===== src/rtl/wfetch_pkg.sv =====
// rtl/wfetch_pkg.sv - shared constants, FSM state type and address wrap helper for the weight fetch sequencer
package wfetch_pkg;
    localparam int DEPTH      = 9;
    localparam int ADDR_W     = 8;
    localparam int DATA_W     = 8;
    localparam int CHECKSUM_W = 16;

    typedef enum logic [1:0] {IDLE, FETCH, DRAIN, DONE} state_t;

    // Sequential ROM address with wrap from the last entry back to 0.
    function automatic logic [ADDR_W-1:0] wrap_inc(input logic [ADDR_W-1:0] a);
        return (a == ADDR_W'(DEPTH - 1)) ? '0 : a + ADDR_W'(1);
    endfunction
endpackage


===== src/rtl/wfetch_skid_fifo.sv =====
// rtl/wfetch_skid_fifo.sv - 2-entry synchronous FIFO buffering ROM read data ahead of the weight stream
module wfetch_skid_fifo #(
    parameter int WIDTH = 8
) (
    input  logic             clk,
    input  logic             rst,
    input  logic             push,
    input  logic             pop,
    input  logic [WIDTH-1:0] din,
    output logic [WIDTH-1:0] dout,
    output logic [1:0]       count
);
    logic [WIDTH-1:0] mem [2];
    logic             wr_ptr;
    logic             rd_ptr;

    always_ff @(posedge clk) begin
        if (rst) begin
            mem[0] <= '0;
            mem[1] <= '0;
            wr_ptr <= 1'b0;
            rd_ptr <= 1'b0;
            count  <= 2'd0;
        end else begin
            if (push) begin
                mem[wr_ptr] <= din;
                wr_ptr      <= ~wr_ptr;
            end
            if (pop) begin
                rd_ptr <= ~rd_ptr;
            end
            case ({push, pop})
                2'b10:   count <= count + 2'd1;
                2'b01:   count <= count - 2'd1;
                default: count <= count;
            endcase
        end
    end

    // Head entry is only overwritten when the FIFO is empty, so a stalled beat stays stable.
    assign dout = mem[rd_ptr];
endmodule


===== src/rtl/weight_fetch_seq.sv =====
// rtl/weight_fetch_seq.sv - weight ROM reader streaming N weights per start; optional checksum port under WFETCH_CHECKSUM_EN
module weight_fetch_seq
    import wfetch_pkg::*;
(
    input  logic                         clk,
    input  logic                         rst,
    input  logic                         start,
    input  logic [ADDR_W-1:0]            base_addr,
    input  logic [ADDR_W-1:0]            num_weights,
    output logic                         busy,
    output logic                         done,
    output logic                         cfg_err,
    output logic [ADDR_W-1:0]            rom_addr,
    input  logic [DATA_W-1:0]            rom_data,
    output logic [DATA_W-1:0]            w_data,
    output logic                         w_valid,
    input  logic                         w_ready,
`ifdef WFETCH_CHECKSUM_EN
    output logic signed [CHECKSUM_W-1:0] checksum,
`endif
    output logic                         w_last
);
    state_t            state;
    state_t            state_nxt;
    logic [ADDR_W-1:0] next_addr;
    logic [ADDR_W-1:0] n_reg;
    logic [ADDR_W-1:0] issue_cnt;
    logic [ADDR_W-1:0] beat_cnt;
    logic              inflight;
    logic [1:0]        fifo_count;
    logic              pop;
    logic              issue;
    logic              start_ok;
    logic              start_bad;
    logic              last_issue;
    logic              last_beat;

    assign w_valid    = (fifo_count != 2'd0);
    assign pop        = w_valid & w_ready;
    assign start_ok   = (state == IDLE) && start && (base_addr < ADDR_W'(DEPTH));
    assign start_bad  = (state == IDLE) && start && !(base_addr < ADDR_W'(DEPTH));
    // Only issue when the read is guaranteed a FIFO slot on arrival.
    assign issue      = (state == FETCH) &&
                        (({1'b0, fifo_count} + {2'b0, inflight}) < (3'd2 + {2'b0, pop}));
    assign last_issue = (issue_cnt == n_reg - ADDR_W'(1));
    assign last_beat  = (beat_cnt == n_reg - ADDR_W'(1));
    assign w_last     = w_valid && last_beat;

    always_ff @(posedge clk) begin
        if (rst) begin
            state <= IDLE;
        end else begin
            state <= state_nxt;
        end
    end

    always_comb begin
        state_nxt = state;
        case (state)
            IDLE: begin
                if (start_ok) begin
                    state_nxt = (num_weights == '0) ? DONE : FETCH;
                end
            end
            FETCH: begin
                if (issue && last_issue) begin
                    state_nxt = DRAIN;
                end
            end
            DRAIN: begin
                if (pop && last_beat) begin
                    state_nxt = DONE;
                end
            end
            DONE:    state_nxt = IDLE;
            default: state_nxt = IDLE;
        endcase
    end

    always_comb begin
        busy = 1'b0;
        done = 1'b0;
        case (state)
            FETCH, DRAIN: busy = 1'b1;
            DONE: begin
                busy = 1'b1;
                done = 1'b1;
            end
            default: begin
                busy = 1'b0;
                done = 1'b0;
            end
        endcase
    end

    always_ff @(posedge clk) begin
        if (rst) begin
            rom_addr  <= '0;
            next_addr <= '0;
            n_reg     <= '0;
            issue_cnt <= '0;
            beat_cnt  <= '0;
            inflight  <= 1'b0;
            cfg_err   <= 1'b0;
        end else begin
            cfg_err  <= start_bad;
            inflight <= issue;
            if (start_ok) begin
                next_addr <= base_addr;
                n_reg     <= num_weights;
                issue_cnt <= '0;
                beat_cnt  <= '0;
            end else begin
                if (issue) begin
                    rom_addr  <= next_addr;
                    next_addr <= wrap_inc(next_addr);
                    issue_cnt <= issue_cnt + ADDR_W'(1);
                end
                if (pop) begin
                    beat_cnt <= beat_cnt + ADDR_W'(1);
                end
            end
        end
    end

    wfetch_skid_fifo #(
        .WIDTH (DATA_W)
    ) u_fifo (
        .clk   (clk),
        .rst   (rst),
        .push  (inflight),
        .pop   (pop),
        .din   (rom_data),
        .dout  (w_data),
        .count (fifo_count)
    );

`ifdef WFETCH_CHECKSUM_EN
    always_ff @(posedge clk) begin
        if (rst) begin
            checksum <= '0;
        end else if (start_ok) begin
            checksum <= '0;
        end else if (pop) begin
            checksum <= checksum + {{(CHECKSUM_W-DATA_W){w_data[DATA_W-1]}}, w_data};
        end
    end
`endif
endmodule


===== config.mk =====
export PLATFORM = sky130hd
export DESIGN_NAME = weight_fetch_seq
export DESIGN_NICKNAME = d
export VERILOG_FILES = /design/src/rtl/wfetch_pkg.sv /design/src/rtl/wfetch_skid_fifo.sv /design/src/rtl/weight_fetch_seq.sv
export SDC_FILE = /design/constraint.sdc
export NUM_CORES = 1
export LEC_CHECK = 0
export ABC_AREA = 1
export ABC_CLOCK_PERIOD_IN_PS = 5110
export CORE_ASPECT_RATIO = 1.4
export CORE_UTILIZATION = 55
export CTS_CLUSTER_SIZE = 12
export DETAILED_ROUTE_END_ITERATION = 16
export HOLD_SLACK_MARGIN = 0.08
export MAX_ROUTING_LAYER = met4
export PLACE_DENSITY = 0.9
export SLEW_MARGIN = 20
export SYNTH_ARGS = -nofsm -noshare
export SYNTH_HDL_FRONTEND = slang
export SYNTH_SLANG_ARGS = --single-unit

===== constraint.sdc =====
create_clock -name clk -period 5.11 [get_ports clk]
set_input_delay 0.511 -clock clk [delete_from_list [all_inputs] [get_ports clk]]
set_output_delay 0.511 -clock clk [all_outputs]
set_load 0.005 [all_outputs]

# After elaboration in Yosys (flattened, before gate mapping)

Memory sizes are Yosys's and may differ from the RTL's. A register that Yosys moved wholly into a read port is not among the register bits.
Cells that the tools add are included.
Widths: inputs -> output; s select.

Flip-flop bits (word level): 48
RAM bits: 16
Bits in read-only memories: 0
Memories kept: 1
Word-level logic and storage cells: 76
Latch bits: 0
Output and inout port bits: 21
Input port bits: 28

Memory list:

| memory     | words | width | read ports | clocked after memory_dff | write ports | line                   | source |
|---|---|---|---|---|---|---|---|
| u_fifo.mem | 2     | 8     | 1          | 1                        | 2           | wfetch_skid_fifo.sv:13 | `logic [WIDTH-1:0] mem [2];` |

Divide/modulo/power cells: 0
Order comparisons: 2
Add/sub/neg operators: 8
Muxes and demuxes: 21
Multiply operators: 0
Reduce and logical (&&, ||, !) cells: 18
Equal/unequal tests: 11
Shift-type cells: 0
Bitwise operators: 4

Operator list:

| kind                | number |
|---|---|
| $mux 8              | 4 |
| $add 8x1->8 const B | 3 |
| $eq 8x8->1          | 2 |
| $mux 1              | 11 |
| $eq 8x4->1 const B  | 1 |
| $logic_not 8->1     | 1 |
| $lt 8x4->1 const B  | 1 |
| $mux 2              | 4 |
| $pmux 2 s4          | 1 |
| $reduce_or 8->1     | 1 |
| $sub 8x1->8 const B | 1 |
| $logic_and 1x1->1   | 7 |
| $eq 2x2->1 const B  | 3 |
| $reduce_bool 2->1   | 3 |
| $eq 2x1->1 const B  | 2 |
| $ne 2x2->1 const B  | 2 |
| $pmux 2 s2          | 1 |
| $add 2x1->3         | 1 |
| $add 2x1->3 const A | 1 |
| $lt 3x3->1          | 1 |
| $not 1->1           | 3 |
| $reduce_and 3->1    | 1 |
| $reduce_or 3->1     | 1 |
| $add 2x1->2 const B | 1 |
| 7 further kinds     | 7 |

# Longest topological paths before layout

Gate-level depths: netlist (run 1).

Depth in word-level cells: 8
Gate-level depth with buffers: 16
Mapped depth without buffers: 16

# By module

A second synthesis (run 1) with hierarchy kept.

Cells, all modules: 449
Area, all modules: 3430.8 sq um

By module, submodules not included:

| module           | times used | seq. area each (sq um) | cells an instance | area an instance (sq um) |
|---|---|---|---|---|
| weight_fetch_seq | 1          | 880.8                  | 368               | 2486.1 |
| wfetch_skid_fifo | 1          | 580.6                  | 81                | 944.7 |

# Worst setup path after synthesis (run 1)

No wires, ideal clock.

Kind: flip-flop to output port
Start point: register n_reg[0]
End point: output port w_last
Setup slack: 3.133 ns
Required time: 4.599 ns
Buffers on the path: 0
Cell stages (with the launch flop): 10
Arrival time: 1.466 ns
Cells stage by stage: dfxtp_1 -> inv_2 -> ha_1 -> xor2_1 -> nand2_1 -> nor2_1 -> nand3_1 -> nor2_1 -> nand3_1 -> a21oi_1

Cells in the longest elaborated chain, start to end: 3

Ends and longest elaborated chain:

| element                  | line                    | source |
|---|---|---|
| start: declaration       | weight_fetch_seq.sv:26  | `logic [ADDR_W-1:0] n_reg;` |
| start signal: assignment | weight_fetch_seq.sv:110 | `n_reg <= num_weights;` |
| $sub 8x1->8              | weight_fetch_seq.sv:46  | `assign last_beat = (beat_cnt == n_reg - ADDR_W'(1));` |
| $eq 8x8->1               | weight_fetch_seq.sv:46  |  |
| $logic_and 1x1->1        | weight_fetch_seq.sv:47  | `assign w_last = w_valid && last_beat;` |
| end: declaration         | weight_fetch_seq.sv:21  | `output logic w_last` |

No other way between the ends.

# Worst setup path in the final report (run 1)

Ends and elaborated chain as after synthesis.

==> results.yml, run 1 <==
clock_network:
  cts-htree-levels: 3
  cts_root_buf: "clkbuf_8"
  hold_buffers: 0
  cts.reportedPaths.clkPinSlew_ns: 0.07
  cts_tree: "built"
  numClockSinks: 65
  cts_buffers: 9
  insertion_delay_ns: 0.35
  cts_setup_buffers: 0
  clockBufferDepth: 2
  cts_resized: 0
floorplan:
  fp.dieW_um: 68.9
  start_util_pct: 58.0
  core-area_sq_mm: 0.00595
  fp.dieH_um: 95.7
  ios: 49
  die-area_sq_mm: 0.00659
  fp-row-count: 33
flow_run:
  drv_cap: 0
global_routing:
  grt_remaining_overflow: 0
  antenna_found_initial: 0
  grt-busiest-layer: "met2"
  grt_pass1_vias: 2900
  grt_util_met2_pct: 44.9
  grt_max_degree: 28
  grt_pass1_wl_um: 12700
  grtUsageMet3_pct: 7.18
  gr-usage-met1_pct: 30.2
  grt_usage_pct: 27.5
timing:
  rsz0062_at_grt: "false"
  finalCritPeriodShare_pct: 59.0
  skew_ns: 0.0111
  timing.slew.headroom_pct: 57.3
  period_needed_ns: 3.02
  setup_ws_ns: 2.09
  finalSetupViolCount: 0
  finalHoldViolations: 0
  fmax_mhz: 332
  setup_tns_ns: 0
  max_slew.worst_pin.slew_ns: 0.637
  drv_slew: 0
logic_synthesis:
  synth_area_per_cell_sq_um: 7.96
  synth-seq-area-share_pct: 42.4
  synth-edff-count: 16
  syn_nets: 474
  synth_cell_types: 36
  synthFlopType: "dfxtp_1"
  syn_inst: 433
  synth-seq-cells: 65
  async_flop_share_pct: 0
  syn_area_sq_mm: 0.00345
  yosys_warnings: 0
power:
  p_leak_nw: 1.68
  ir_drop_v: 0.000306
  p_per_area_mw_per_mm2: 371
routing:
  drt_iter0_markers: 214
  wl_per_cell_um: 13.8
  routed_via_density: 5.42
  firstDrtPassIters: 5
  route.detailed.drc: 0
  final_antenna_net_count: 0
  num_vias: 3032
  routed_wl_um: 7700
placement:
  hpwl_um: 5820
  io_buffers: 48
  finalWeightedCongestion: 0.913
  dp_cells: 543
  pre_cts_slack_ns: 2.17
layout:
  final_cell_mix: "nand2_1, dfxtp_1, clkdlybuf4s50_1"
  nFillCells: 473
  largest_register: "u_fifo.mem"
  stdcell_count: 559
  largest_register_ffs: 16
  syn_to_final_growth_pct: 20.6
  final_common_cell: "nand2_1"
  nNetsFinal: 525
  multi_input_area_sq_mm: 0.00173
  seq_area_sq_mm: 0.00146
  fin_util_pct: 69.9
  drive_above_1_share_pct: 11.2
  insertedDiodeCount: 0
min_path:
  hp-start: "u_fifo.rd_ptr"
  min-delay-path-class: "reg2reg"
  whs_path_depth: 1
worst_setup_path:
  worstPathMaxFanout: 7
  reg2reg_to: "next_addr[5]"
  worstSetupPathType: "reg2out"
  crit_path_max_incr_delay_ns: 0.51
  required_ns: 4.60
  r2r_setup_slack_ns: 2.99
  crit_chain: "inv_2 > ha_1 > xor2_1 > nand2_1 > nor2_1 > nand3_1 > nor2_1 > nand3_1 > a21oi_1 > clkdlybuf4s50_1"
  r2r_start: "u_fifo.count[0]"
  end_kind: "primary output"
  cp-start-kind: "register"
  critPathSlowestCell: "clkdlybuf4s50_1"
  crit_arrival_ns: 2.51
  worstRegToRegCells: 9
run_status:
  status: "completed"
[final cells by class]
class / instances / area share [%]
inverter: 55 / 4.97
sequential: 65 / 35.2
timing repair buffer: 48 / 11.6
tap: 70 / 2.11
multi-input combinational: 305 / 41.7
clock inverter: 5 / 1.36
clock buffer: 11 / 3.16
[worst max-delay path: cells and delay by family (launching register included)]
kind	cells	cell delay, ns
buf+inv	2	0.62
simple gates	5	0.48
flops	1	0.43
fa+ha+maj	1	0.33
xor+xnor	1	0.16
compound gates	1	0.14
[layer usage]
layer  wire length (um)  share of wire (%)
met5                  0                  0
met2               3970                 52
met1               3070                 40
met4                233                3.0
met3                424                5.5
[synth_stat cells (4+ instances only)]
master,number,area share [%]
nor2_4,5,1.6
mux2_2,8,2.6
nor3b_1,6,1.3
xor2_1,7,1.8
dfxtp_1,49,28
clkbuf_1,4,0.44
edfxtp_1,16,14
nor3_1,6,0.87
inv_2,9,0.98
ha_1,13,4.7
o21ai_0,26,3.8
a21oi_1,38,5.5
nand3_1,38,5.5
a31oi_1,4,0.73
nor2_1,44,4.8
inv_1,45,4.9
nor4_1,4,0.73
nand2_2,5,0.91
nand2_1,74,8.1
[logic make-up after synthesis]
kind of cell               share of synthesized area, %
AOI/OAI and AO/OA                                  11.5
xor gates and xnor gates                           2.29
adders and majority gates                          4.72
buffers and inverters                              7.37
DFF                                                42.4
muxes                                              2.61
and+or+nand+nor                                    29.1
[worst max-delay path by stage]
stage / from / end / slack [ns] / cells past startpoint
after global placement: rst / u_fifo.mem[1][0] / 2.29 / 4
final: n_reg[0] / w_last / 2.09 / 10
after floorplan: n_reg[0] / w_last / 3.13 / 9
after detailed placement: rst / u_fifo.mem[0][0] / 2.17 / 4
after CTS: n_reg[0] / w_last / 2.08 / 10
after global routing: n_reg[0] / w_last / 1.81 / 12
[power by group]
| part | leakage [nW] | internal, mW | switching (mW) | total (mW) |
|---|---|---|---|---|
| sequential | 0.563 | 0.588 | 0.0498 | 0.638 |
| combinational | 1.02 | 0.222 | 0.258 | 0.480 |
| clock | 0.0949 | 0.225 | 0.200 | 0.424 |
[stage by stage]
step / total power, mW / hold WS [ns] / area [sq um]
final: 1.54 / 0.463 / 4150
after CTS: 1.54 / 0.461 / 4150
after global placement: 1.11 / 0.436 / 3970
after global routing: 1.64 / 0.488 / 4150
after floorplan: 0.951 / 0.426 / 3450
after detailed placement: 1.12 / 0.452 / 3970
Note: power is estimated with default switching activity, not from simulation.
==> inputs of run 2 (changes only) <==
- ABC_CLOCK_PERIOD_IN_PS: 5110 -> 3100
- clock period: 5.11 -> 3.1 ns (I/O delays scaled with it)
==> run 2 against run 1 <==
  * Setup slack lost 1.9 ns
  * Die area unchanged
  * Clock skew shrank 0.0063 ns
  * Clock-buffer cell count increased by 2
  * Largest cell class unchanged
  * Via count grew 1.5%
  * First-iteration DRC count down 7.9%
  * Final cell count rose by 0.89%
  * Clock power grew 46%
  * Utilization is 0.34 points higher
  * Critical path depth stayed put
  * Register-to-register slack got worse by 2.0 ns
  * Sequential power rose by 65%
==> results.yml, run 2 (synthesized netlist as in run 1, its figures left out) <==
power:
  p_per_area_mw_per_mm2: 591
  p_leak_nw: 1.69
  power.total_mw: 2.47
  ir_drop_v: 0.000397
global_routing:
  grt_max_degree: 28
  grt_pass1_vias: 3048
  grt_remaining_overflow: 0
  grt_pass1_wl_um: 12800
  grt_usage_pct: 27.1
  antenna_found_initial: 0
layout:
  drive_above_1_share_pct: 12.6
  largest_register_ffs: 16
  insertedDiodeCount: 0
  nFillCells: 447
  final_common_cell: "nand2_1"
  nNetsFinal: 530
  largest_register: "u_fifo.mem"
  final_cell_mix: "nand2_1, dfxtp_1, clkdlybuf4s50_1"
  syn_to_final_growth_pct: 21.1
timing:
  finalCritPeriodShare_pct: 93.4
  drv_slew: 0
  finalHoldViolations: 0
  setup_tns_ns: 0
  timing.slew.headroom_pct: 68.9
  rsz0062_at_grt: "false"
  period_needed_ns: 2.90
  skew_ns: 0.00481
  max_slew.worst_pin.slew_ns: 0.462
  fmax_mhz: 345
  finalSetupViolCount: 0
worst_setup_path:
  required_ns: 2.79
  crit_chain: "inv_1 > ha_2 > xor2_1 > nand2_1 > nor2_1 > nand3_1 > nor2_1 > nand3_1 > a21oi_1 > clkdlybuf4s50_1"
  crit_path_max_incr_delay_ns: 0.54
  critPathTopFamily: "buffers and inverters"
  worstSetupPathType: "reg2out"
  cp-start-kind: "register"
  crit_buf_inv: 2
  critPathSlowestCell: "clkdlybuf4s50_1"
  worstPathMaxFanout: 3
  end_kind: "primary output"
  crit_arrival_ns: 2.59
routing:
  routed_wl_um: 7710
  routed_via_density: 5.46
  final_antenna_net_count: 0
  firstDrtPassIters: 4
  route.detailed.drc: 0
  drt_iter0_markers: 197
  wl_per_cell_um: 13.7
  num_vias: 3078
floorplan:
  fp.dieH_um: 95.7
  fp.dieW_um: 68.9
  ios: 49
  die-area_sq_mm: 0.00659
  fp-row-count: 33
  start_util_pct: 58.0
  core-area_sq_mm: 0.00595
clock_network:
  insertion_delay_ns: 0.34
  cts_setup_buffers: 0
  cts_tree: "built"
  cts_buffers: 9
  cts.reportedPaths.clkPinSlew_ns: 0.07
  clockBufferDepth: 2
  cts_root_buf: "clkbuf_8"
  cts-htree-levels: 3
  numClockSinks: 65
min_path:
  min-delay-path-class: "reg2reg"
placement:
  io_buffers: 48
  finalWeightedCongestion: 0.919
  hpwl_um: 5830
run_status:
  status: "completed"
flow_run:
  drv_cap: 0
## run 2: cell types whose count changed in the layout (fill, tap and decap cells not counted), sizes merged
| cell | before | now |
|---|---|---|
| buf | 0 | 5 |
| bufinv | 1 | 0 |
| clkbuf | 11 | 13 |
| clkinvlp | 0 | 1 |
| clkinv | 5 | 3 |
## run 2: final cells by class
cell class                      instances  area (sq um)  share of cell area (%)
Clock buffer                           13           149                    3.57
Clock inverter                          3          17.5                   0.420
Inverter                               55           206                    4.95
Multi-Input combinational cell        305          1730                    41.5
Sequential cell                        65          1460                    35.0
Tap cell                               70          87.6                    2.10
Timing Repair Buffer                   53           518                    12.4
## run 2: through the flow
step	std cells	hold WS (ns)	setup WS, ns	util [%]	cell area (sq um)
after detailed placement	548	0.461	0.572	67.3	4000
after global placement	548	0.435	0.707	67.3	4000
after CTS	564	0.477	0.125	70.1	4170
after floorplan	433	0.426	1.32	-	3450
final	564	0.475	0.203	70.2	4170
after global routing	564	0.508	0.0406	70.2	4170
## run 2: per-layer routing
metal	vias up	share of wire (%)	GRT usage, %
met5	-	0	-
met4	0	4.5	16.7
met3	34	5.5	7.18
met2	94	52	45.9
met1	1404	38	26.7
li1	1546	-	-
## run 2: worst register-to-register path: stages (launching register included)
cell      delay (ns)
dfxtp_1         0.36
ha_1            0.20
ha_1            0.31
nand2_4         0.10
nand2_4         0.11
nor2_4          0.30
inv_2           0.10
a31oi_4         0.27
nand3b_1        0.11
a21oi_1         0.14
## run 2: what timing repair did
action / 4_1_cts / 5_1_grt
hold buffers: 0 / 0
endpoints found under the setup margin: 0 / 1
gates resized for setup: 0 / 2
## run 2: final timing paths
check                   from            to  slack (ns)  depth (start not counted)
max                 n_reg[1]        w_last        0.20                         10
min            u_fifo.rd_ptr      register        0.48                          1
max reg2reg  u_fifo.count[0]  next_addr[7]        1.03                          9
min reg2reg    u_fifo.rd_ptr      register        0.48                          1
## run 2: where the power goes
| part | switching (mW) | internal, mW | total, mW |
|---|---|---|---|
| combinational | 0.424 | 0.370 | 0.794 |
| clock | 0.311 | 0.310 | 0.621 |
| sequential | 0.0803 | 0.970 | 1.05 |
| total | 0.815 | 1.65 | 2.47 |
